--- config.mk ---
export PLATFORM = sky130hd
export DESIGN_NAME = prefetch_buffer
export DESIGN_NICKNAME = d
export VERILOG_FILES = /design/src/rtl/prefetch_buffer_pkg.sv /design/src/rtl/pfb_entry_array.sv /design/src/rtl/prefetch_buffer.sv
export SDC_FILE = /design/constraint.sdc
export NUM_CORES = 1
export LEC_CHECK = 0
export ABC_AREA = 1
export BUFFER_PORTS_ARGS = -buffer_cell sky130_fd_sc_hd__buf_4
export CAP_MARGIN = 30
export CORE_MARGIN = 2
export CORE_UTILIZATION = 39
export DETAILED_ROUTE_END_ITERATION = 16
export GPL_ROUTABILITY_DRIVEN = 0
export SETUP_SLACK_MARGIN = 0.02
export SLEW_MARGIN = 20
export SYNTH_ARGS = -nofsm -noshare
export SYNTH_HDL_FRONTEND = slang
export SYNTH_SLANG_ARGS = --single-unit
--- constraint.sdc ---
create_clock -name clk -period 18.99 [get_ports clk]
set_clock_uncertainty 0.15 [all_clocks]
set_input_delay 1.899 -clock clk [delete_from_list [all_inputs] [get_ports clk]]
set_output_delay 1.899 -clock clk [all_outputs]
set_load 0.01 [all_outputs]
--- src/rtl/prefetch_buffer_pkg.sv ---
// Shared definitions for the data-side prefetch buffer: default sizing and
// FSM state encodings used by the top level.
package prefetch_buffer_pkg;

    localparam int PFB_ENT_NUM_DEF = 4;
    localparam int PFB_LINE_W_DEF  = 128;
    localparam int PFB_PF_EN_DEF   = 1;

    localparam logic [2:0] ST_IDLE = 3'd0;
    localparam logic [2:0] ST_MISS = 3'd1;
    localparam logic [2:0] ST_FILL = 3'd2;
    localparam logic [2:0] ST_UNC  = 3'd3;
    localparam logic [2:0] ST_HIT  = 3'd4;

    // Number of byte-offset bits inside one cache line.
    function automatic int pfb_off_bits(input int line_w);
        return $clog2(line_w / 8);
    endfunction

endpackage

--- src/rtl/pfb_entry_array.sv ---
// Prefetch entry storage: line tags, line data and valid/pending/discard
// bits, plus the lookup, snoop and allocation match vectors. At most one
// entry is pending at a time because only one refill is ever outstanding.
module pfb_entry_array
    import prefetch_buffer_pkg::*;
#(
    parameter int ENT_NUM = PFB_ENT_NUM_DEF,
    parameter int LINE_W  = PFB_LINE_W_DEF,
    parameter int TAG_W   = 32 - pfb_off_bits(PFB_LINE_W_DEF)
) (
    input  logic              clk,
    input  logic              reset,
    input  logic [TAG_W-1:0]  rd_tag,
    output logic              hit,
    output logic [LINE_W-1:0] hit_data,
    input  logic              consume,
    input  logic              snoop,
    input  logic [TAG_W-1:0]  snoop_tag,
    input  logic              alloc,
    input  logic [TAG_W-1:0]  alloc_tag,
    input  logic              fill,
    input  logic [LINE_W-1:0] fill_data
);

    localparam int IDX_W = $clog2(ENT_NUM);

    logic [TAG_W-1:0]   tags [ENT_NUM];
    logic [LINE_W-1:0]  data [ENT_NUM];
    logic [ENT_NUM-1:0] valid;
    logic [ENT_NUM-1:0] pending;
    logic [ENT_NUM-1:0] discard;
    logic [IDX_W-1:0]   rr_ptr;

    logic [ENT_NUM-1:0] rd_match;
    logic [ENT_NUM-1:0] snoop_match;
    logic [ENT_NUM-1:0] alloc_match;
    logic [IDX_W-1:0]   hit_idx;
    logic [IDX_W-1:0]   reuse_idx;
    logic [IDX_W-1:0]   alloc_idx;
    logic               reuse;

    // Per-entry tag comparisons; snoop and reuse also look at pending entries.
    always_comb begin
        for (int i = 0; i < ENT_NUM; i++) begin
            rd_match[i]    = valid[i] && (tags[i] == rd_tag);
            snoop_match[i] = (valid[i] || pending[i]) && (tags[i] == snoop_tag);
            alloc_match[i] = (valid[i] || pending[i]) && (tags[i] == alloc_tag);
        end
    end

    // Encode match vectors to indices and choose the allocation slot.
    always_comb begin
        hit       = 1'b0;
        hit_idx   = '0;
        reuse     = 1'b0;
        reuse_idx = '0;
        for (int i = ENT_NUM - 1; i >= 0; i--) begin
            if (rd_match[i]) begin
                hit     = 1'b1;
                hit_idx = IDX_W'(i);
            end
            if (alloc_match[i]) begin
                reuse     = 1'b1;
                reuse_idx = IDX_W'(i);
            end
        end
        alloc_idx = reuse ? reuse_idx : rr_ptr;
        hit_data  = data[hit_idx];
    end

    // Entry state updates: snoop invalidation, hit consumption, refill
    // completion and allocation of the next-line prefetch slot.
    always_ff @(posedge clk) begin
        if (reset) begin
            valid   <= '0;
            pending <= '0;
            discard <= '0;
            rr_ptr  <= '0;
        end else begin
            for (int i = 0; i < ENT_NUM; i++) begin
                if (snoop && snoop_match[i]) begin
                    valid[i] <= 1'b0;
                    if (pending[i]) begin
                        discard[i] <= 1'b1;
                    end
                end
            end
            if (consume) begin
                valid[hit_idx] <= 1'b0;
            end
            if (fill) begin
                for (int i = 0; i < ENT_NUM; i++) begin
                    if (pending[i]) begin
                        pending[i] <= 1'b0;
                        discard[i] <= 1'b0;
                        if (!discard[i] && !(snoop && snoop_match[i])) begin
                            valid[i] <= 1'b1;
                            data[i]  <= fill_data;
                        end
                    end
                end
            end
            if (alloc) begin
                tags[alloc_idx]    <= alloc_tag;
                valid[alloc_idx]   <= 1'b0;
                pending[alloc_idx] <= 1'b1;
                discard[alloc_idx] <= snoop && (snoop_tag == alloc_tag);
                if (!reuse) begin
                    rr_ptr <= rr_ptr + 1'b1;
                end
            end
        end
    end

endmodule

--- src/rtl/prefetch_buffer.sv ---
// Next-line prefetch buffer between the dcache and the AXI bridge. A cached
// miss fetches two lines; the lower goes to the cache, the upper is parked
// in an entry so a following sequential read is served without AXI traffic.
module prefetch_buffer
    import prefetch_buffer_pkg::*;
#(
    parameter int ENT_NUM = PFB_ENT_NUM_DEF,
    parameter int LINE_W  = PFB_LINE_W_DEF,
    parameter int PF_EN   = PFB_PF_EN_DEF
) (
    input  logic                clk,
    input  logic                reset,
    input  logic                cache_rd_req,
    input  logic                cache_rd_type,
    input  logic [31:0]         cache_rd_addr,
    output logic                cache_rd_rdy,
    output logic                cache_ret_valid,
    output logic [LINE_W-1:0]   cache_ret_data,
    input  logic                cache_wr_req,
    input  logic [31:0]         cache_wr_addr,
    output logic                axi_rd_req,
    output logic                axi_rd_type,
    output logic [31:0]         axi_rd_addr,
    input  logic                axi_rd_rdy,
    input  logic                axi_ret_valid,
    input  logic [2*LINE_W-1:0] axi_ret_data,
    input  logic                axi_ret_half
);

    localparam int OFF   = pfb_off_bits(LINE_W);
    localparam int TAG_W = 32 - OFF;
    localparam bit PF_ON = (PF_EN != 0);

    logic [2:0]        state;
    logic [2:0]        state_nxt;
    logic [LINE_W-1:0] hit_data_q;

    logic [TAG_W-1:0]  rd_tag;
    logic [TAG_W-1:0]  snoop_tag;
    logic [TAG_W-1:0]  alloc_tag;
    logic              arr_hit;
    logic [LINE_W-1:0] arr_hit_data;
    logic              hit_ok;
    logic              idle_live;
    logic              take_hit;
    logic              handshake;
    logic              alloc;
    logic              fill;
    logic              unused_addr_bits;

    assign rd_tag           = cache_rd_addr[31:OFF];
    assign snoop_tag        = cache_wr_addr[31:OFF];
    assign alloc_tag        = rd_tag + 1'b1;
    assign unused_addr_bits = ^{cache_rd_addr[OFF-1:0], cache_wr_addr[OFF-1:0]};

    // Request-side decode: a same-line snoop turns a would-be hit into a miss.
    always_comb begin
        hit_ok       = PF_ON && cache_rd_type && arr_hit &&
                       !(cache_wr_req && (snoop_tag == rd_tag));
        idle_live    = (state == ST_IDLE) && !reset;
        take_hit     = idle_live && cache_rd_req && hit_ok;
        axi_rd_req   = idle_live && cache_rd_req && !hit_ok;
        axi_rd_type  = cache_rd_type;
        axi_rd_addr  = cache_rd_addr;
        cache_rd_rdy = idle_live && (hit_ok || axi_rd_rdy);
        handshake    = axi_rd_req && axi_rd_rdy;
        alloc        = PF_ON && handshake && cache_rd_type;
        fill         = (state == ST_FILL) && axi_ret_valid && !reset;
    end

    // Return path to the cache, selected by the current state.
    always_comb begin
        cache_ret_valid = 1'b0;
        cache_ret_data  = axi_ret_data[LINE_W-1:0];
        if (!reset) begin
            case (state)
                ST_MISS: cache_ret_valid = axi_ret_half;
                ST_UNC:  cache_ret_valid = axi_ret_valid;
                ST_HIT: begin
                    cache_ret_valid = 1'b1;
                    cache_ret_data  = hit_data_q;
                end
                default: cache_ret_valid = 1'b0;
            endcase
        end
    end

    // Next-state logic; returns arriving in IDLE or HIT are ignored.
    always_comb begin
        state_nxt = state;
        case (state)
            ST_IDLE: begin
                if (take_hit) begin
                    state_nxt = ST_HIT;
                end else if (handshake) begin
                    state_nxt = cache_rd_type ? ST_MISS : ST_UNC;
                end
            end
            ST_MISS: if (axi_ret_half)  state_nxt = ST_FILL;
            ST_FILL: if (axi_ret_valid) state_nxt = ST_IDLE;
            ST_UNC:  if (axi_ret_valid) state_nxt = ST_IDLE;
            ST_HIT:  state_nxt = ST_IDLE;
            default: state_nxt = ST_IDLE;
        endcase
    end

    // State register and capture of the buffered line on a hit.
    always_ff @(posedge clk) begin
        if (reset) begin
            state <= ST_IDLE;
        end else begin
            state <= state_nxt;
            if (take_hit) begin
                hit_data_q <= arr_hit_data;
            end
        end
    end

    pfb_entry_array #(
        .ENT_NUM (ENT_NUM),
        .LINE_W  (LINE_W),
        .TAG_W   (TAG_W)
    ) u_entries (
        .clk       (clk),
        .reset     (reset),
        .rd_tag    (rd_tag),
        .hit       (arr_hit),
        .hit_data  (arr_hit_data),
        .consume   (take_hit),
        .snoop     (cache_wr_req),
        .snoop_tag (snoop_tag),
        .alloc     (alloc),
        .alloc_tag (alloc_tag),
        .fill      (fill),
        .fill_data (axi_ret_data[2*LINE_W-1:LINE_W])
    );

endmodule

* Word level (Yosys, flattened, before mapping)
Memories as Yosys holds them, arrays and structs flattened. A register that Yosys moved wholly into a read port is not among the register bits.
Index checks and enable logic that the tools add are counted.
** Storage, ports and cells
- Memories :: 2
- Bits of input ports :: 328
- Register bits :: 17
- Logic and storage cells :: 190
- Output and inout bits :: 164
- Memory bits (writable) :: 624
** Operators by class
- Reduce and logical (&&, ||, !) cells :: 56
- Magnitude comparators :: 4
- Add/sub/neg operators :: 2
- Mux-type cells :: 93
- Bitwise gates (word level) :: 7
- Equality and inequality tests :: 21
** Memory list
- u_entries.data :: words 4, width 128, rd ports 1, clocked after Yosys merged registers in 1, wr ports 4, RTL line pfb_entry_array.sv:28 : logic [LINE_W-1:0] data [ENT_NUM];
- u_entries.tags :: words 4, width 28, rd ports 4, clocked after Yosys merged registers in 0, wr ports 1, RTL line pfb_entry_array.sv:27 : logic [TAG_W-1:0] tags [ENT_NUM];
** Operators by type and width (number)
- == test 28 bit :: 14
- two-way mux 128 bit :: 2
- two-way mux 1 bit :: 62
- two-way mux 4 bit :: 10
- logical AND 1 bit :: 35
- adder 28 x 1 -> 28 bit (second input constant) :: 1
- two-way mux 2 bit :: 10
- two-way mux 3 bit :: 4
- zero test 1 bit :: 11
- one-hot mux 3 bit (3 select lines) :: 1
- bitwise AND 4 bit :: 2
- inverter 4 bit :: 2
- == test 3 x 2 -> 1 bit (second input constant) :: 2
- less-than comparator 2 x 3 -> 1 bit (second input constant) :: 2
- logical OR 1 bit :: 5
- bitwise mux 4 bit :: 1
- demux 1 bit (select 2 bit) :: 2
- greater-or-equal comparator 2 x 1 -> 1 bit (second input constant) :: 2
- OR 4 bit :: 1
- AND reduction 2 bit :: 2
- == test 3 x 1 -> 1 bit (second input constant) :: 1
- == test 3 bit (second input constant) :: 1
- zero test 3 bit :: 1
- != test 3 bit (second input constant) :: 1
- 7 further kinds :: 8

* Depth between registers and ports, before layout
- Depth after elaboration :: 19
- Gate-level depth with buffers :: 22

* Modules after synthesis
Synthesis repeated with hierarchy kept, for this count alone.
** Unflattened totals
- Cells, all modules :: 3562
- Area, all modules :: 36648.9 um2
** Modules (own cells, without submodules)
- pfb_entry_array :: cells each 2983, area each 29645.9 um2, seq. area each 19018.2 um2, times used 1
- prefetch_buffer :: cells each 579, area each 7003.0 um2, seq. area each 3903.7 um2, times used 1

* Worst setup path before layout
OpenSTA, ideal clock, no wires.
- Kind :: input to register
- Start :: input port cache_wr_addr[29]
- End :: memory u_entries.data[0][0] (netlist name), enable pin
- Arrival time :: 14727 ps
- Cell stages on the path :: 8
- Setup slack :: 3181 ps
- Cells stage by stage :: clkbuf_1 xor2_1 nor3_1 nand4_1 nor3b_1 nand3_1 inv_1 nor4_1
** RTL lines
- from (decl) :: RTL line prefetch_buffer.sv:20 : input logic [31:0] cache_wr_addr,
- to (decl) :: RTL line pfb_entry_array.sv:28

* Worst setup path after layout
- Start :: input port cache_rd_addr[23]
- End :: output port cache_rd_rdy
** Between the ends
- Word-level cells in the longest chain between the ends :: 10
** RTL lines
- from (decl) :: RTL line prefetch_buffer.sv:15 : input logic [31:0] cache_rd_addr,
- == test 28 bit :: RTL line pfb_entry_array.sv:45 : rd_match[i] = valid[i] && (tags[i] == rd_tag);
- logical AND 1 bit :: RTL line pfb_entry_array.sv:45
- two-way mux 1 bit (4 in series) :: RTL line pfb_entry_array.sv:58 : if (rd_match[i]) begin
- logical AND 1 bit :: RTL line prefetch_buffer.sv:58 : hit_ok = PF_ON && cache_rd_type && arr_hit &&
- logical AND 1 bit * :: RTL line prefetch_buffer.sv:58
- logical OR 1 bit * :: RTL line prefetch_buffer.sv:65 : cache_rd_rdy = idle_live && (hit_ok || axi_rd_rdy);
- logical AND 1 bit * :: RTL line prefetch_buffer.sv:65
- to (decl) :: RTL line prefetch_buffer.sv:16 : output logic cache_rd_rdy,
Every way passes the cells marked *; elsewhere a longest branch is shown, timed or not.

==> results.md <==
- Clk pwr share: 43.1%
- Core area: between 90,000 and 100,000 um2
- Clk sinks: between 700 and 800
- Routed via count: 25,954
- CTS tree: done
- Drt first pass iters: 6
- Net switching power figure: 828 uW
- Grt total ovfl: 0
- Outcome: complete, no violations
- VDD IR max: 73.3 uV
- Root Driver: clkbuf_16
- Min Tclk post-route: just under 7000 ps
- Synthesis warning total: 0
- PwrDens: 86.1 nW/um2
- Setup TNS: 0 ps
- Initial antenna violation count: 12
- Post-CTS Setup Bufs: 0
- # hold bufs at CTS: 0
- Die Ht: 307 um
- Critical path type: in2out
- Min-Delay Path Class: reg2reg
- Final setup fails: 0
- Startpoint types: primary input
- Worst Hold Slack: 354 ps
- Mapped cell area: 35,800 um2
- Placed cell areas: 40,400 um2
- Multi-input logic area: 11,200 um2
- Area Growth Syn to Fin: 20.7%
- Avg Cell Area, Syn: 11.0 um2
- CTS Buf Count: between 80 and 90
- Die area: 94,100 um2
- Fmax: between 100 and 150 MHz
- Leak Pwr: roughly 0.016 uW
- CP peak stage delay: 680 ps
- Register area: around 23,000 um2
- Gate Count Post-Synth: 3,252
- Finished Layout Cells: between 4,000 and 5,000
- Slowest cell on the critical path: xnor2_1
- Fin area: about 43,000 um2
- Sequential share of the synthesized area: ~64%
- Rows: 111
- Synthesis-stage register bit count: 769
- DR iter-0 viols: 3,070
- Logic pwr share: 6.8%
- Post-route DRC: 0
- Clk pin slew, worst setup/hold paths: 60 ps
- Maximum number of pins on one net before global-route repair: 71
- FILL cells: 8,290
- Io pins: 492
- Routed len/inst: 22.3 um
- CP max FO: 9
- Maximum clock path buffer count: 3
- Vias per inst: ~5.2
- CTS H-tree depth: 3
- HPWL Detailed: about 76,000 um
- Syn_nets: 3,581
- Die width: 307 um
- Number of I/O port buffers: 479
- Fin crit share: 36.3%
- Final-report hold violation count: 0
- Detail Route Antenna Nets: 0
- Maximum Capacitance Violations: 0
- CP Data Arrival Time: 4850 ps
- Int Pwr: 2890 uW
- CP required: 16,940 ps
- Vias in the first global route: 24,219
- Crit-path cells: buf_4 > xnor2_1 > nand4_1 > nor2_1 > nand3_1 > nor2_1 > nor2_1 > nand2_1 > a21oi_1 > nor4_1 > buf_4
- Seq pwr share: 50.1%
- Total wire length: 110,000 um
- Slew HR: 35.0%
- Post-cts sizing count: 0
- Top cell by count, worst path: nor2_1
- Nets: 4,021
- Synth cell types: between 50 and 60
- Total Routing Usage GR: 22.8%
- Placed insts: 4,791
- Initial core utilization: between 30% and 40%
- Worst-Skew Late Latency: 670 ps
- First-pass GRT wire length: 158,000 um
- Critical Path End Type: primary output
- Final Core Density: ~47%
- RSZ-0062 raised after global routing: no
- Sw Ratio: 22.3%
- Slew Limit Fails: 0
- Slew @ Worst Pin: roughly 970 ps
- Share of layout cells above drive strength 1: 23.0%
==> worst paths after layout <==
| kind | start | to | slack [ps] | cells after the start |
|---|---|---|---|---|
| setup / recovery | cache_rd_addr[23] | cache_rd_rdy | 12090 | 11 |
| hold / removal | u_entries.data[0][5]$_DFFE_PP_ | hit_data_q[5]$_DFFE_PP_ | 350 | 2 |
| setup reg to reg | u_entries.tags[2][19]$_DFFE_PP_ | hit_data_q[18]$_DFFE_PP_ | 14030 | 11 |
| hold reg to reg | u_entries.data[0][5]$_DFFE_PP_ | hit_data_q[5]$_DFFE_PP_ | 350 | 2 |
==> cell usage in the layout (no fill, tap or decap), types with 9 or more instances in the layout <==
cell type / Yosys / final
inv_1: 212 / 207
nand3b_1: 9 / 9
buf_4: 50 / 502
nor2_1: 182 / 182
clkbuf_16: 0 / 87
nor2_4: 15 / 15
nand2_2: 27 / 27
dfxtp_1: 17 / 17
nand4_1: 181 / 181
nor2_2: 9 / 9
edfxtp_1: 752 / 752
nand3_1: 140 / 140
inv_2: 12 / 12
nor4_1: 14 / 13
nand2_4: 9 / 10
clkinv_2: 1 / 16
nor3_1: 27 / 24
nand2_1: 1062 / 1061
o21ai_0: 23 / 23
xor2_1: 56 / 56
xnor2_1: 112 / 112
a21oi_1: 24 / 24
clkinv_1: 0 / 17
clkbuf_1: 87 / 16
o22ai_1: 25 / 25
mux2_2: 128 / 128
==> registers in the layout, indices dropped and copies added (netlist names) <==
signal,count
u_entries.data,512
hit_data_q,128
u_entries.tags,112
u_entries.discard,4
u_entries.pending,4
u_entries.valid,4
state,3
u_entries.rr_ptr,2
==> metal layers <==
layer	up-vias	GRT usage [%]	routed length [um]
met5	-	0	88
met4	14	10.1	5160
met3	314	5.57	10600
met2	1300	36.4	51100
met1	12307	29.4	43400
li1	12019	-	-
==> worst max-delay path: cells and delay by family <==
kind                      cells  cell delay [ps]
buffers and inverters         2              340
and+or+nand+nor               7             1800
AOI/OAI and AO/OA             1              110
xor gates and xnor gates      1              680
==> synthesized netlist by cell type, drive strengths merged <==
| master | instances | area, um2 |
|---|---|---|
| nand2 | 1099 | 4280 |
| edfxtp | 752 | 22600 |
| inv | 225 | 847 |
| nor2 | 211 | 1010 |
| nand4 | 181 | 1130 |
| nand3 | 149 | 821 |
| mux2 | 128 | 1440 |
| xnor2 | 112 | 981 |
| clkbuf | 87 | 327 |
| buf | 66 | 475 |
| xor2 | 56 | 490 |
| nor3 | 27 | 135 |
| a21oi | 25 | 136 |
| o21ai | 25 | 129 |
| o22ai | 25 | 156 |
| dfxtp | 17 | 340 |
| nor4 | 14 | 87.6 |
| nand3b | 9 | 67.6 |
| or2 | 9 | 56.3 |
| o2111ai | 5 | 43.8 |
| o21bai | 5 | 37.5 |
| a31oi | 4 | 25.0 |
| o211ai | 4 | 30.0 |
| a221oi | 3 | 26.3 |
| a211oi | 2 | 15.0 |
| a21boi | 2 | 15.0 |
| and3 | 2 | 12.5 |
| o31ai | 2 | 15.0 |
| clkinv | 1 | 5.00 |
| ha | 1 | 12.5 |
| nor3b | 1 | 7.51 |
| nor4b | 1 | 8.76 |
| o221ai | 1 | 8.76 |
| o31a | 1 | 8.76 |
==> cells by family (layout without fill, tap and decap cells) <==
group | after synthesis | count (layout) | synth area share, %
AND/OR/NAND/NOR | 1703 | 1703 | 21.3
adder cells (fa/ha/maj) | 1 | 1 | 0.0350
other | 0 | 4 | 0
multiplexers | 128 | 128 | 4.03
AO/OA/AOI/OAI | 104 | 104 | 1.81
XOR/XNOR | 168 | 168 | 4.11
flip-flops | 769 | 769 | 64.1
buffers and inverters | 379 | 886 | 4.63
==> power groups by stage <==
stage / registers [uW] / logic, uW / clock network [uW]
floorplan: 1900 / 122 / 0
global placement: 1900 / 243 / 0
detailed placement: 1900 / 244 / 0
CTS: 1860 / 246 / 1630
global route: 1860 / 267 / 1690
finish: 1860 / 251 / 1600
==> metrics by stage <==
stage / total power (uW) / setup WS (ps)
floorplan: 2020 / 3180
global placement: 2140 / 11990
detailed placement: 2140 / 12000
CTS: 3740 / 12370
global route: 3820 / 12260
finish: 3710 / 12090
==> final cells by class <==
cell class                 count  area share [%]
tap                         1186            3.44
inverter                     226            2.01
clock inverter                46            1.06
antenna                        4          0.0232
clock buffer                 107            5.31
multi-input combinational   2104            26.0
timing repair buffer         507            9.05
sequential                   769            53.1
No activity file was read; power rests on OpenSTA's default activity.
